File: src/rtl/pe_op_sequencer.sv
// Per-PE command sequencer for the double-precision PE datapath.
// Accepts one vector command at a time, gates the operand stream into the PE,
// regenerates t_last from the beat count, marks the sparse-ACC header beat and
// holds the PE opcode until the pipeline has drained the final result.
// LATENCY must be even and at least 2.

module pe_op_sequencer #(
    parameter int LATENCY = 16,
    parameter int CNT_W   = 16,
    parameter int SLACK   = 8
) (
    input  logic             clk,
    input  logic             rst_n,
    input  logic             cmd_valid,
    output logic             cmd_ready,
    input  logic [2:0]       cmd_op,
    input  logic [CNT_W-1:0] cmd_vlen,
    input  logic             cmd_hdr,
    input  logic             s_valid,
    input  logic             s_last,
    output logic             s_ready,
    output logic [2:0]       pe_op,
    output logic             pe_valid,
    output logic             pe_last,
    output logic             pe_en_itr_sp,
    input  logic             pe_out_valid,
    input  logic             pe_out_last,
    output logic             busy,
    output logic             done,
    output logic             err_len,
    output logic             err_timeout
);

    localparam logic [2:0] OP_NOP = 3'b100;

    // The drain counter gives up once it has spent LATENCY+SLACK cycles waiting.
    localparam int                TMO_CYCLES = LATENCY + SLACK;
    localparam int                DRN_W      = $clog2(TMO_CYCLES + 1);
    localparam logic [DRN_W-1:0]  DRN_LIMIT  = DRN_W'(TMO_CYCLES - 1);

    typedef enum logic [1:0] {
        ST_IDLE   = 2'd0,
        ST_HDR    = 2'd1,
        ST_STREAM = 2'd2,
        ST_DRAIN  = 2'd3
    } state_t;

    state_t state_reg;
    state_t state_next;

    logic [2:0]       op_reg;
    logic [CNT_W-1:0] vlen_reg;
    logic [CNT_W-1:0] cnt_reg;
    logic [DRN_W-1:0] drain_cnt_reg;
    logic             done_reg;
    logic             err_len_reg;
    logic             err_timeout_reg;

    logic             accept;
    logic             beat;
    logic [CNT_W-1:0] vlen_m1;
    logic             last_beat;
    logic             out_last;
    logic             drain_expired;
    logic             zero_len_cmd;

    assign accept        = cmd_valid && cmd_ready;
    assign beat          = s_valid && s_ready;
    // vlen_reg is never zero while STREAM is active, so the wrap at zero is harmless.
    assign vlen_m1       = vlen_reg - CNT_W'(1);
    assign last_beat     = (cnt_reg == vlen_m1);
    assign out_last      = pe_out_valid && pe_out_last;
    assign drain_expired = (drain_cnt_reg == DRN_LIMIT);
    assign zero_len_cmd  = (cmd_vlen == '0) && !cmd_hdr;

    assign pe_op       = op_reg;
    assign done        = done_reg;
    assign err_len     = err_len_reg;
    assign err_timeout = err_timeout_reg;

    // State register.
    always_ff @(posedge clk) begin
        if (!rst_n) begin
            state_reg <= ST_IDLE;
        end else begin
            state_reg <= state_next;
        end
    end

    // Next-state decode.
    always_comb begin
        state_next = state_reg;
        case (state_reg)
            ST_IDLE: begin
                if (accept && !zero_len_cmd) begin
                    state_next = cmd_hdr ? ST_HDR : ST_STREAM;
                end
            end
            ST_HDR: begin
                if (beat) begin
                    state_next = (vlen_reg == '0) ? ST_DRAIN : ST_STREAM;
                end
            end
            ST_STREAM: begin
                if (beat && last_beat) begin
                    state_next = ST_DRAIN;
                end
            end
            ST_DRAIN: begin
                if (out_last || drain_expired) begin
                    state_next = ST_IDLE;
                end
            end
            default: state_next = ST_IDLE;
        endcase
    end

    // Handshake and stream outputs; everything is forced low while in reset.
    always_comb begin
        cmd_ready    = 1'b0;
        s_ready      = 1'b0;
        pe_valid     = 1'b0;
        pe_last      = 1'b0;
        pe_en_itr_sp = 1'b0;
        busy         = 1'b0;
        if (rst_n) begin
            busy = (state_reg != ST_IDLE);
            case (state_reg)
                ST_IDLE: begin
                    cmd_ready = 1'b1;
                end
                ST_HDR: begin
                    s_ready      = 1'b1;
                    pe_valid     = s_valid;
                    pe_en_itr_sp = 1'b1;
                end
                ST_STREAM: begin
                    s_ready  = 1'b1;
                    pe_valid = s_valid;
                    pe_last  = s_valid && last_beat;
                end
                default: begin
                    // DRAIN: operand port closed, opcode held.
                end
            endcase
        end
    end

    // Command latch, beat/drain counters, done pulse and sticky error flags.
    always_ff @(posedge clk) begin
        if (!rst_n) begin
            op_reg          <= OP_NOP;
            vlen_reg        <= '0;
            cnt_reg         <= '0;
            drain_cnt_reg   <= '0;
            done_reg        <= 1'b0;
            err_len_reg     <= 1'b0;
            err_timeout_reg <= 1'b0;
        end else begin
            done_reg <= 1'b0;
            case (state_reg)
                ST_IDLE: begin
                    if (accept) begin
                        op_reg        <= cmd_op;
                        vlen_reg      <= cmd_vlen;
                        cnt_reg       <= '0;
                        drain_cnt_reg <= '0;
                        if (zero_len_cmd) begin
                            done_reg <= 1'b1;
                        end
                    end
                end
                ST_HDR: begin
                    cnt_reg       <= '0;
                    drain_cnt_reg <= '0;
                end
                ST_STREAM: begin
                    if (beat) begin
                        cnt_reg <= cnt_reg + CNT_W'(1);
                        // Upstream t_last must coincide exactly with the counted final beat.
                        if (s_last != last_beat) begin
                            err_len_reg <= 1'b1;
                        end
                    end
                end
                ST_DRAIN: begin
                    drain_cnt_reg <= drain_cnt_reg + DRN_W'(1);
                    if (out_last) begin
                        done_reg <= 1'b1;
                    end else if (drain_expired) begin
                        done_reg        <= 1'b1;
                        err_timeout_reg <= 1'b1;
                    end
                end
                default: begin
                    cnt_reg <= '0;
                end
            endcase
        end
    end

endmodule

File: config.mk
export PLATFORM = sky130hd
export DESIGN_NAME = pe_op_sequencer
export DESIGN_NICKNAME = d
export VERILOG_FILES = /design/src/rtl/pe_op_sequencer.sv
export SDC_FILE = /design/constraint.sdc
export NUM_CORES = 1
export LEC_CHECK = 0
export CAP_MARGIN = 20
export CORE_MARGIN = 2
export CORE_UTILIZATION = 35
export DETAILED_ROUTE_END_ITERATION = 8
export DONT_BUFFER_PORTS = 1
export PLACE_DENSITY = 0.47
export SLEW_MARGIN = 5
export SYNTH_ARGS = -nofsm -noshare
export SYNTH_HDL_FRONTEND = slang
export SYNTH_SLANG_ARGS = --single-unit
File: constraint.sdc
create_clock -name clk -period 6.25 [get_ports clk]
set_input_delay 0.3125 -clock clk [delete_from_list [all_inputs] [get_ports clk]]
set_output_delay 0.3125 -clock clk [all_outputs]
set_load 0.01 [all_outputs]
# Word-level counts from Yosys, hierarchy flattened
# Cells that the tools add are included.
# word_totals
register_bits	45
in_bits	27
output_inout_bits	12
elab_cells	75
# op_classes
n_addsub	3
eq_ne	12
muxes	28
n_bitwise	1
reduce_logical	23
# op_table
cell	n
$pmux 16 s3	1
$logic_not 16->1	2
$mux 16	2
$add 16x1->16 const B	1
$eq 16x16->1	1
$mux 1	16
$sub 16x1->16 const B	1
$pmux 5 s3	1
$ne 2x2->1 const B	6
$mux 2	5
$reduce_and 3->1	3
$pmux 2 s4	1
$logic_and 1x1->1	7
$reduce_bool 3->1	2
$add 5x1->5 const B	1
$eq 5x5->1 const B	1
$mux 5	1
$eq 2x2->1 const B	2
$reduce_and 2->1	2
$reduce_and 4->1	1
$eq 2x1->1 const B	1
$logic_not 1->1	2
$logic_not 2->1	1
$pmux 1 s2	1
5 further kinds	5

# Logic depth before layout (Yosys ltp)
# Gate-level depths: netlist (run 1).
# depth
depth_word	8
ltp_mapped	10
mapped_depth_nobuf	9

# Least setup slack after synthesis (run 1)
# Ideal clock, no wire load.
# synth_path
kind	reg-to-output
from	register vlen_reg[2]
to	output port pe_last
arrival_time_ns	2.073
required_time_ns	5.938
path_slack_ns	3.864
path_stages_with_launch	9
path_buffers	2
cell_sequence	dfxtp_1 > buf_6 > or4_4 > buf_6 > nor4_1 > xnor2_1 > nor2_1 > mux2_4 > and4b_1
# synth_via
elab_chain_cells	5
# synth_rtl
element	line	text
start, declared	52	logic [CNT_W-1:0] vlen_reg;
start signal, assigned	165	vlen_reg <= cmd_vlen;
$sub 16x1->16	70	assign vlen_m1 = vlen_reg - CNT_W'(1);
$eq 16x16->1	71	assign last_beat = (cnt_reg == vlen_m1);
$logic_and 1x1->1	140	pe_last = s_valid && last_beat;
$mux 1	128	case (state_reg)
$mux 1	126	if (rst_n) begin
end, declared	24	output logic pe_last,
# Every way passes these cells.

# Worst setup path after layout (run 1)
# Same ends and word-level chain as after synthesis.

==> run summary, run 1 <==
The run finished with clean final reports. In the synthesized netlist the dominant register cell turns out to be dfxtp_1. The signal on the critical path passes through nor4_1 -> nand3_1 -> nand4b_1 -> nand2_1 -> nand4b_1 -> nor3_1 -> and4b_1. The synthesis warning total is 0.

The final worst clock skew is 9.98 ps. The full die area came out at just under 9000 um2. The class of the tightest hold or removal check is input pin to register. The cell count after synthesis is around 360. STA classifies the critical path startpoint as a register. The total wire length came out at between 6 and 7 mm. The maximum count of clock buffers along a single path came out at 2. After layout, the design draws a total of 1.07 mW. The die height is about 93 um. Entering global routing, the biggest net connects 42 pins. The weighted congestion reported at the end of routability-driven placement is approximately 0.8. The estimated wirelength of the detail-placed design is slightly below 5 mm. Data arrives at the worst endpoint at 2660 ps. The first TritonRoute pass finished after 4 iterations.

The sequential-to-total area share from yosys stat is between 30% and 40%. The clock slew seen by the registers of the worst setup and hold paths is 90 ps. The pin slew with the least headroom to its limit is 741 ps.

The CTS buffer count came out at 5. Setup repair after global routing left no endpoint under its margin. The final instance area came out at 2970 um2. The relative slew slack came out at approximately half. The clock network power share is 25.6%.

The number of antenna violations at the first check in global routing came out at 0. The number of nets still failing antenna checks after routing came out at 0. The first-pass GRT wire length came out at roughly 11 mm. Summed over all layers, the global routing overflow is 0. The setup violation total in the final timing report is 0. The post-route setup TNS came out at 0 ps. The standard-cell row count is 32.

The insertion delay of the later-clocked pin in the worst-skew pair is about 310 ps. The number of sinks handled by clock tree synthesis came out at between 40 and 50. The number of top-level pins came out at 39.

The maximum clock rate is 337 MHz. The post-synthesis average cell area came out at 7.74 um2. STA classifies the critical path endpoint as a primary output. The violation count after the first detailed-routing iteration is 85. The most numerous cell type found on the critical path is nand4b_1.

The largest fanout on the critical path is 9. The deepest level of the CTS H-tree came out at 2. The number of distinct library cells after synthesis is 55. Internal power comes to around 0.65 mW. Counting both buffers and inverters, the worst setup path holds a total of 0. TritonCTS built the clock tree. The buffers inserted during post-CTS setup optimization came out at 0. Of the total power, the share spent switching nets is between 30% and 40%. The largest stage delay on the critical path is between 600 and 700 ps. For this design the static power due to leakage is approximately 1.0 nW. The setup slack of the most critical reg-to-reg path is 3620 ps. The combinational power share came out at approximately two fifths.

On the critical path, the stage with the largest delay is an instance of nor4_1. The via count of the first global-routing pass came to 2267. The required time of the critical path came out at ~5900 ps. The count of input and output buffers is 0. The antenna diode instance count is 0. Global routing consumed, over all layers together, around 16% of the routing resources. The total number of vias came out at 2363. CTS placed an instance of clkbuf_8 at the clock tree root. The maximum vdd ir drop came out at 0.130 mV. The number of failing hold endpoints at the final stage is 0. The initial core utilization is 36.0%.

The post-layout minimum cycle time came out at just under 3000 ps. The area growth from synthesis to layout is 6.93%. The total power density per cell area came out at 359 nW/um2. For this design the total switching power over the nets is 0.421 mW. The flip-flop and latch count after synthesis is 45. The final net count came out at between 300 and 400. The total area inside the core boundary comes to about 7700 um2. The worst hold margin is 104 ps.

On the critical path the largest part of the delay comes from simple AND/OR/NAND/NOR gates. The tool flagged a number of max-cap violations equal to 0. The total DRC errors in the routed layout came out at 0. Of the available clock period, the critical path in the final layout requires between 40% and 50%. The worst setup margin is ~3300 ps. The layout cell share with drive strength beyond 1 came out at 6.00%. The routed length per placed instance is ~15 um. The number of cells upsized or downsized after cts came out at 0. In this run, synthesis inferred 0 flip-flops with an integrated enable. Before CTS, the worst setup slack after placement is 3570 ps. The mapped netlist covers between 2000 and 3000 um2. The max-slew violation count is 0. The cts-stage hold buffer count came out at 0.

The horizontal extent of the die came out at 93.1 um. The critical path is of the register to primary output type. In the synthesized netlist the async set-or-reset flop fraction comes to 0%. The sequential share of power is around a third. The post-detailed-route via-to-cell ratio is approximately 5.2. Counting every net in the synthesized netlist gives 394.

The instance area after placement is between 2000 and 3000 um2.
-- cell usage after synthesis (9+ instances only) --
| master | number | area share [%] |
|---|---|---|
| nor3_1 | 9 | 1.6 |
| nor4_1 | 9 | 2.0 |
| a21oi_1 | 13 | 2.3 |
| inv_1 | 10 | 1.4 |
| nor2_1 | 29 | 3.9 |
| o21ai_0 | 28 | 5.0 |
| nand3_1 | 10 | 1.8 |
| clkbuf_1 | 15 | 2.0 |
| xor2_1 | 15 | 4.7 |
| dfxtp_1 | 45 | 32 |
| nand2_1 | 64 | 8.6 |
| xnor2_1 | 15 | 4.7 |
-- area by class of cell --
cell class              count  area (um2)
flip-flops and latches     45         901
fillers                   782        4760
repair buffers              2        15.0
clock buffers               5        68.8
clock inverters             3        68.8
inverters                  10        37.5
multi-input cells         285        1750
well taps                 102         128
-- stage by stage --
stage	instances	utilization, %
6_report	452	38.5
5_1_grt	452	38.5
4_1_cts	452	38.5
3_5_place_dp	444	36.7
3_3_place_gp	444	36.7
2_1_floorplan	359	-
-- per-layer routing --
layer | global-route usage [%] | up-vias | share of wire (%)
met4 | 5.64 | 0 | 1.5
met3 | 3.87 | 6 | 3.6
met2 | 24.5 | 34 | 44
met1 | 22.6 | 1098 | 50
li1 | - | 1225 | -
met5 | 0 | - | 0
-- cell families after synthesis --
kind of cell | Yosys count | synth area share [%]
buffers and inverters | 29 | 4.50
DFF | 45 | 32.4
AOI/OAI and AO/OA | 70 | 16.2
adders and majority gates | 8 | 3.60
muxes | 3 | 1.26
xor gates and xnor gates | 30 | 9.46
and+or+nand+nor | 174 | 32.6
-- worst reg2reg max path, cell delays in order, from the launching register on --
cell	delay (ps)
dfxtp_1	420
inv_1	90
ha_1	330
a21boi_0	200
a2111oi_2	600
nand4_1	340
nor2_1	260
nand3_1	120
xor2_1	140
nor2_1	50
-- cells in the final DEF (no fill, tap or decap), drive strengths merged, types with 2 or more instances in the layout --
master,instances
or3,5
a21oi,13
clkbuf,5
nand2b,5
o31ai,4
nor4,11
o21ai,29
o311ai,2
nand4b,3
buf,2
mux2i,2
xor2,15
or2,2
and2,6
nor2b,8
a211oi,2
and3,2
or4,2
nor3,9
ha,8
a22o,2
dfxtp,45
a31oi,3
o211ai,3
o21a,2
nand2,64
inv,11
and4b,2
bufinv,2
xnor2,15
nor2,29
o21bai,2
a21boi,2
nand4,8
nand3,11
nor3b,3
-- path summary, 6_finish.rpt --
path	from	endpoint	cells past startpoint
worst max-delay path	vlen_reg[2]	pe_last	7
worst min-delay path	cmd_op[0]	pe_op[0]	2
worst max register to register	state_reg[0]	cnt_reg[13]	9
worst min register to register	drain_cnt_reg[1]	drain_cnt_reg[1]	2
-- power by group through the flow --
stage / registers (mW) / logic [mW] / clock network [mW]
after floorplan: 0.358 / 0.363 / 0
after global placement: 0.372 / 0.426 / 0
after detailed placement: 0.373 / 0.427 / 0
after CTS: 0.366 / 0.429 / 0.280
after global routing: 0.373 / 0.477 / 0.290
final: 0.366 / 0.427 / 0.273
(Power assumes the default switching activity.)
==> run 2: changes to the inputs <==
- ABC_AREA: unset -> 1
- clock period: 6.25 -> 2.95 ns (I/O delays scaled with it)
==> run 2 against run 1 <==
  * Core utilization increased by 1.1 points
  * Largest power group unchanged
  * Flip-flop and latch count unchanged
  * Count of clock-buffer cells in the layout increased by 2
  * Non-clock buffer count increased by 11
  * Critical path type unchanged
  * Area after synthesis increased by 3.2%
  * Clock skew decreased by 0.83 ps
  * Highest routed layer unchanged
  * Final area increased by 7.8%
  * Sequential share of layout area decreased by 2.2 points
  * Largest cell class unchanged
==> run summary, run 2 <==
The number of cells on the worst hold path is 2 (unchanged). The post-detailed-route via-to-cell ratio is 4.72 (-9.7%). The met3 track demand over resource came out at 3.27% (-0.60 points). The weighted congestion reported at the end of routability-driven placement is 0.779 (-2.5%). The sequential-to-total area share from yosys stat is 31.4% (-1.0 points). The via count of the first global-routing pass came to 2488 (+9.7%).

The clock slew seen by the registers of the worst setup and hold paths is 90 ps (about the same). The number of cells upsized or downsized after cts came to 0 (unchanged). The number of antenna violations at the first check in global routing came out at 0 (unchanged). The flip-flop and latch count after synthesis is 45 (unchanged). The largest fanout on the critical path is 6 (-3).

The path with the worst hold slack has its endpoint at vlen_reg[10]. The pin slew with the least headroom to its limit is 624 ps (-116 ps). In the layout the commonest cells are 84 x nand2_1, 65 x inv_1, 48 x nor2_1.

The total DRC errors in the routed layout came out at 0 (unchanged). The total congestion overflow after global routing came out at 0 (unchanged). The number of nets still failing antenna checks after routing is 0 (unchanged). Relative to the synthesized area, the layout overhead comes to 11.7%. The setup slack of the most critical reg-to-reg path came out at 680 ps (-2940 ps). The antenna diode instance count came to 0 (unchanged). The count of input and output buffers is 0 (unchanged).

The violation count after the first detailed-routing iteration is 105 (+24%). The routed length per placed instance is 12.8 um (-13%). The number of search-and-repair iterations in the first detailed-routing pass came out at 7 (+3).

The run finished with clean final reports. The reported max-cap violation count came to 0 (unchanged). The estimated wirelength of the detail-placed design is 5.53 mm (+12%).

The die height came to 94.5 um (+1.5%). The total number of vias came out at 2554 (+8.1%). The total leakage power is 1.41 nW (+35%). The number of top-level pins came out at 39 (unchanged). The layout cell share with drive strength beyond 1 came to 9.86% (+3.9 points). The total routing usage reported by global routing came out at 17.2% (+0.91 points). The total wire length came out at 6.95 mm (+4.4%). The post-synthesis instance area came out at 2870 um2 (+3.2%). The number of enable flip-flop cells after synthesis is 0 (unchanged). The top-area cell type share of the netlist area is 31.4% (-1.0 points). The post-route setup TNS is 0 ps (unchanged). The CTS buffer count was 5 (unchanged). The horizontal extent of the die came to 94.5 um (+1.5%). The prevailing post-synth register cell is dfxtp_1. The number of sinks handled by clock tree synthesis came out at 45 (unchanged). The final net count is 470 (+22%). The deepest level of the CTS H-tree is 2 (unchanged).

Walking the worst path, the cells encountered are inv_1 -> ha_1 -> inv_1 -> nand2_1 -> nand2_1 -> nand2_1 -> nand4_1 -> nor2_1 -> nand3_1 -> nor2_1 -> nand3_2 -> nor2_1. The maximum number of pins on one net before global-route repair came out at 21 (-50%). The endpoint of the most critical register-to-register path is cnt_reg[13]. The relative slew slack came out at 58.2% (+7.8 points). The final instance area is 3200 um2 (+7.8%). The tree is rooted in a clkbuf_8. The maximum count of clock buffers along a single path came to 2 (unchanged). Setup repair after global routing left no endpoint under its margin. The initial core utilization came to 35.4% (-0.53 points).

The first-pass GRT wire length is 12.0 mm (+6.6%). The max-slew violation count came out at 0 (unchanged). Counting I/O delays and the setup requirement, the final critical path takes roughly 2400 ps.

The synthesis warning total is 0 (unchanged). The worst path arrival time came out at 2210 ps (-450 ps). The number of nets produced by synthesis is 457 (+16%).

The leading cell type in the layout, fill and taps excluded is nand2_1. The met1 usage in global routing came out at 23.9% (+1.3 points). The post-synthesis average cell area came out at 6.80 um2 (-12%). The met2 track demand over resource came out at 27.2% (+2.7 points). The insertion delay of the later-clocked pin in the worst-skew pair was 300 ps (about the same). The category of the critical setup timing path is register to primary output.

The full die area is 8930 um2 (+3.1%). The share of flip-flops with an asynchronous set or reset came to 0% (unchanged). The final worst clock skew is 9.16 ps (-0.827 ps).

The maximum vdd ir drop is 0.399 mV (+210%). The launching point of the worst reg2reg path is state_reg[0]. The layer flagged by global routing as most heavily used is met2. The cell count after synthesis was 422 (+18%).

TritonCTS built the clock tree. The core outline area came out at 8090 um2 (+4.7%). The cell taking the most area after synthesis is dfxtp_1. The logic depth of the worst register-to-register path is 13 (+4).

The number of failing hold endpoints at the final stage is 0 (unchanged). The largest stage delay on the critical path was 330 ps (-310 ps). The number of distinct library cells after synthesis came out at 44 (-20%).

The standard-cell row count is 33 (+3.1%). The worst min-delay path startpoint is cmd_vlen[10]. STA classifies the critical path startpoint as a register. The setup violation total in the final timing report is 0 (unchanged). The maximum clock rate came out at about 420 MHz. The required time of the critical path came out at 2800 ps (-3140 ps). In the finished design, the share of the clock period the worst path needs comes to ~80%. The commonest cells after synthesis are 84 x nand2_1, 65 x inv_1, 48 x nor2_1. After synthesis, the cell types taking the most area are dfxtp_1 31%, nand2_1 11%, inv_1 8.5%. nand2_1 is the most common cell in the netlist. The min-delay analysis places its worst path in the category input pin to register. The total power density per cell area came to 701 nW/um2 (+95%). The instance area after placement is 2970 um2 (+4.7%). The worst setup path is captured at a primary output. The standard cell with the maximum stage delay on the critical path is dfxtp_1.
-- run 2: cell types whose count changed after synthesis, sizes merged, moves of 6 or more --
cell	before	now
clkbuf	15	4
nor2	29	63
o21ai	29	36
nor2b	8	0
inv	10	66
a21oi	13	24
nor4	11	2
nand2	64	91
and2	6	0
nand3	11	32
xnor2	15	1
-- run 2: area by class of cell --
cell class / count / area (um2)
repair buffers: 13 / 128
clock inverters: 1 / 30.0
inverters: 67 / 251
well taps: 105 / 131
clock buffers: 7 / 86.3
fillers: 911 / 4890
multi-input cells: 303 / 1680
flip-flops and latches: 45 / 901
-- run 2: cells by family after synthesis --
logic type	after synthesis	share of synthesized area (%)
XOR/XNOR	11	3.36
adder cells (fa/ha/maj)	8	3.49
flip-flops	45	31.4
buffers and inverters	74	10.1
AO/OA/AOI/OAI	69	13.4
AND/OR/NAND/NOR	215	38.2
-- run 2: per-layer routing --
metal,share of wire (%),vias up
li1,-,1387
met1,51,1112
met2,44,48
met3,4.0,7
met4,1.2,0
met5,0,-
-- run 2: per-stage QoR --
step           std cells  hold WS [ps]  worst slack [ps]  utilization (%)  total power [mW]
6_report             541          17.9               597             39.6              2.25
5_1_grt              541          25.0               327             39.6              2.47
4_1_cts              541          4.25               544             39.6              2.28
3_5_place_dp         521           273               631             36.7              1.75
3_3_place_gp         521           268               720             36.7              1.75
2_1_floorplan        422           260              1010                -              1.56
-- run 2: worst max-delay path, delay by kind of cell (launching register included) --
kind	cells	cell delay (ps)
fa+ha+maj	1	320
flops	1	330
buf+inv	2	200
simple gates	9	1040
-- run 2: repair_timing --
item	in CTS	in global routing
endpoints found under the hold margin	22	0
setup endpoints to repair	0	0
setup buffers	0	0
hold buffers	12	0
-- run 2: where the power goes --
| group | internal, mW | leakage, nW | switching (mW) |
|---|---|---|---|
| registers | 0.670 | 0.366 | 0.0738 |
| clock network | 0.277 | 0.0585 | 0.216 |
| logic | 0.347 | 0.985 | 0.663 |
-- run 2: worst max path at each step --
stage	startpoint	to	cells past startpoint	slack [ps]
floorplan	state_reg[0]	cnt_reg[13]	13	1010
global placement	state_reg[0]	cnt_reg[13]	13	720
detailed placement	state_reg[0]	cnt_reg[13]	13	630
CTS	vlen_reg[0]	pe_last	12	540
global route	vlen_reg[0]	pe_last	12	330
finish	vlen_reg[0]	pe_last	12	600
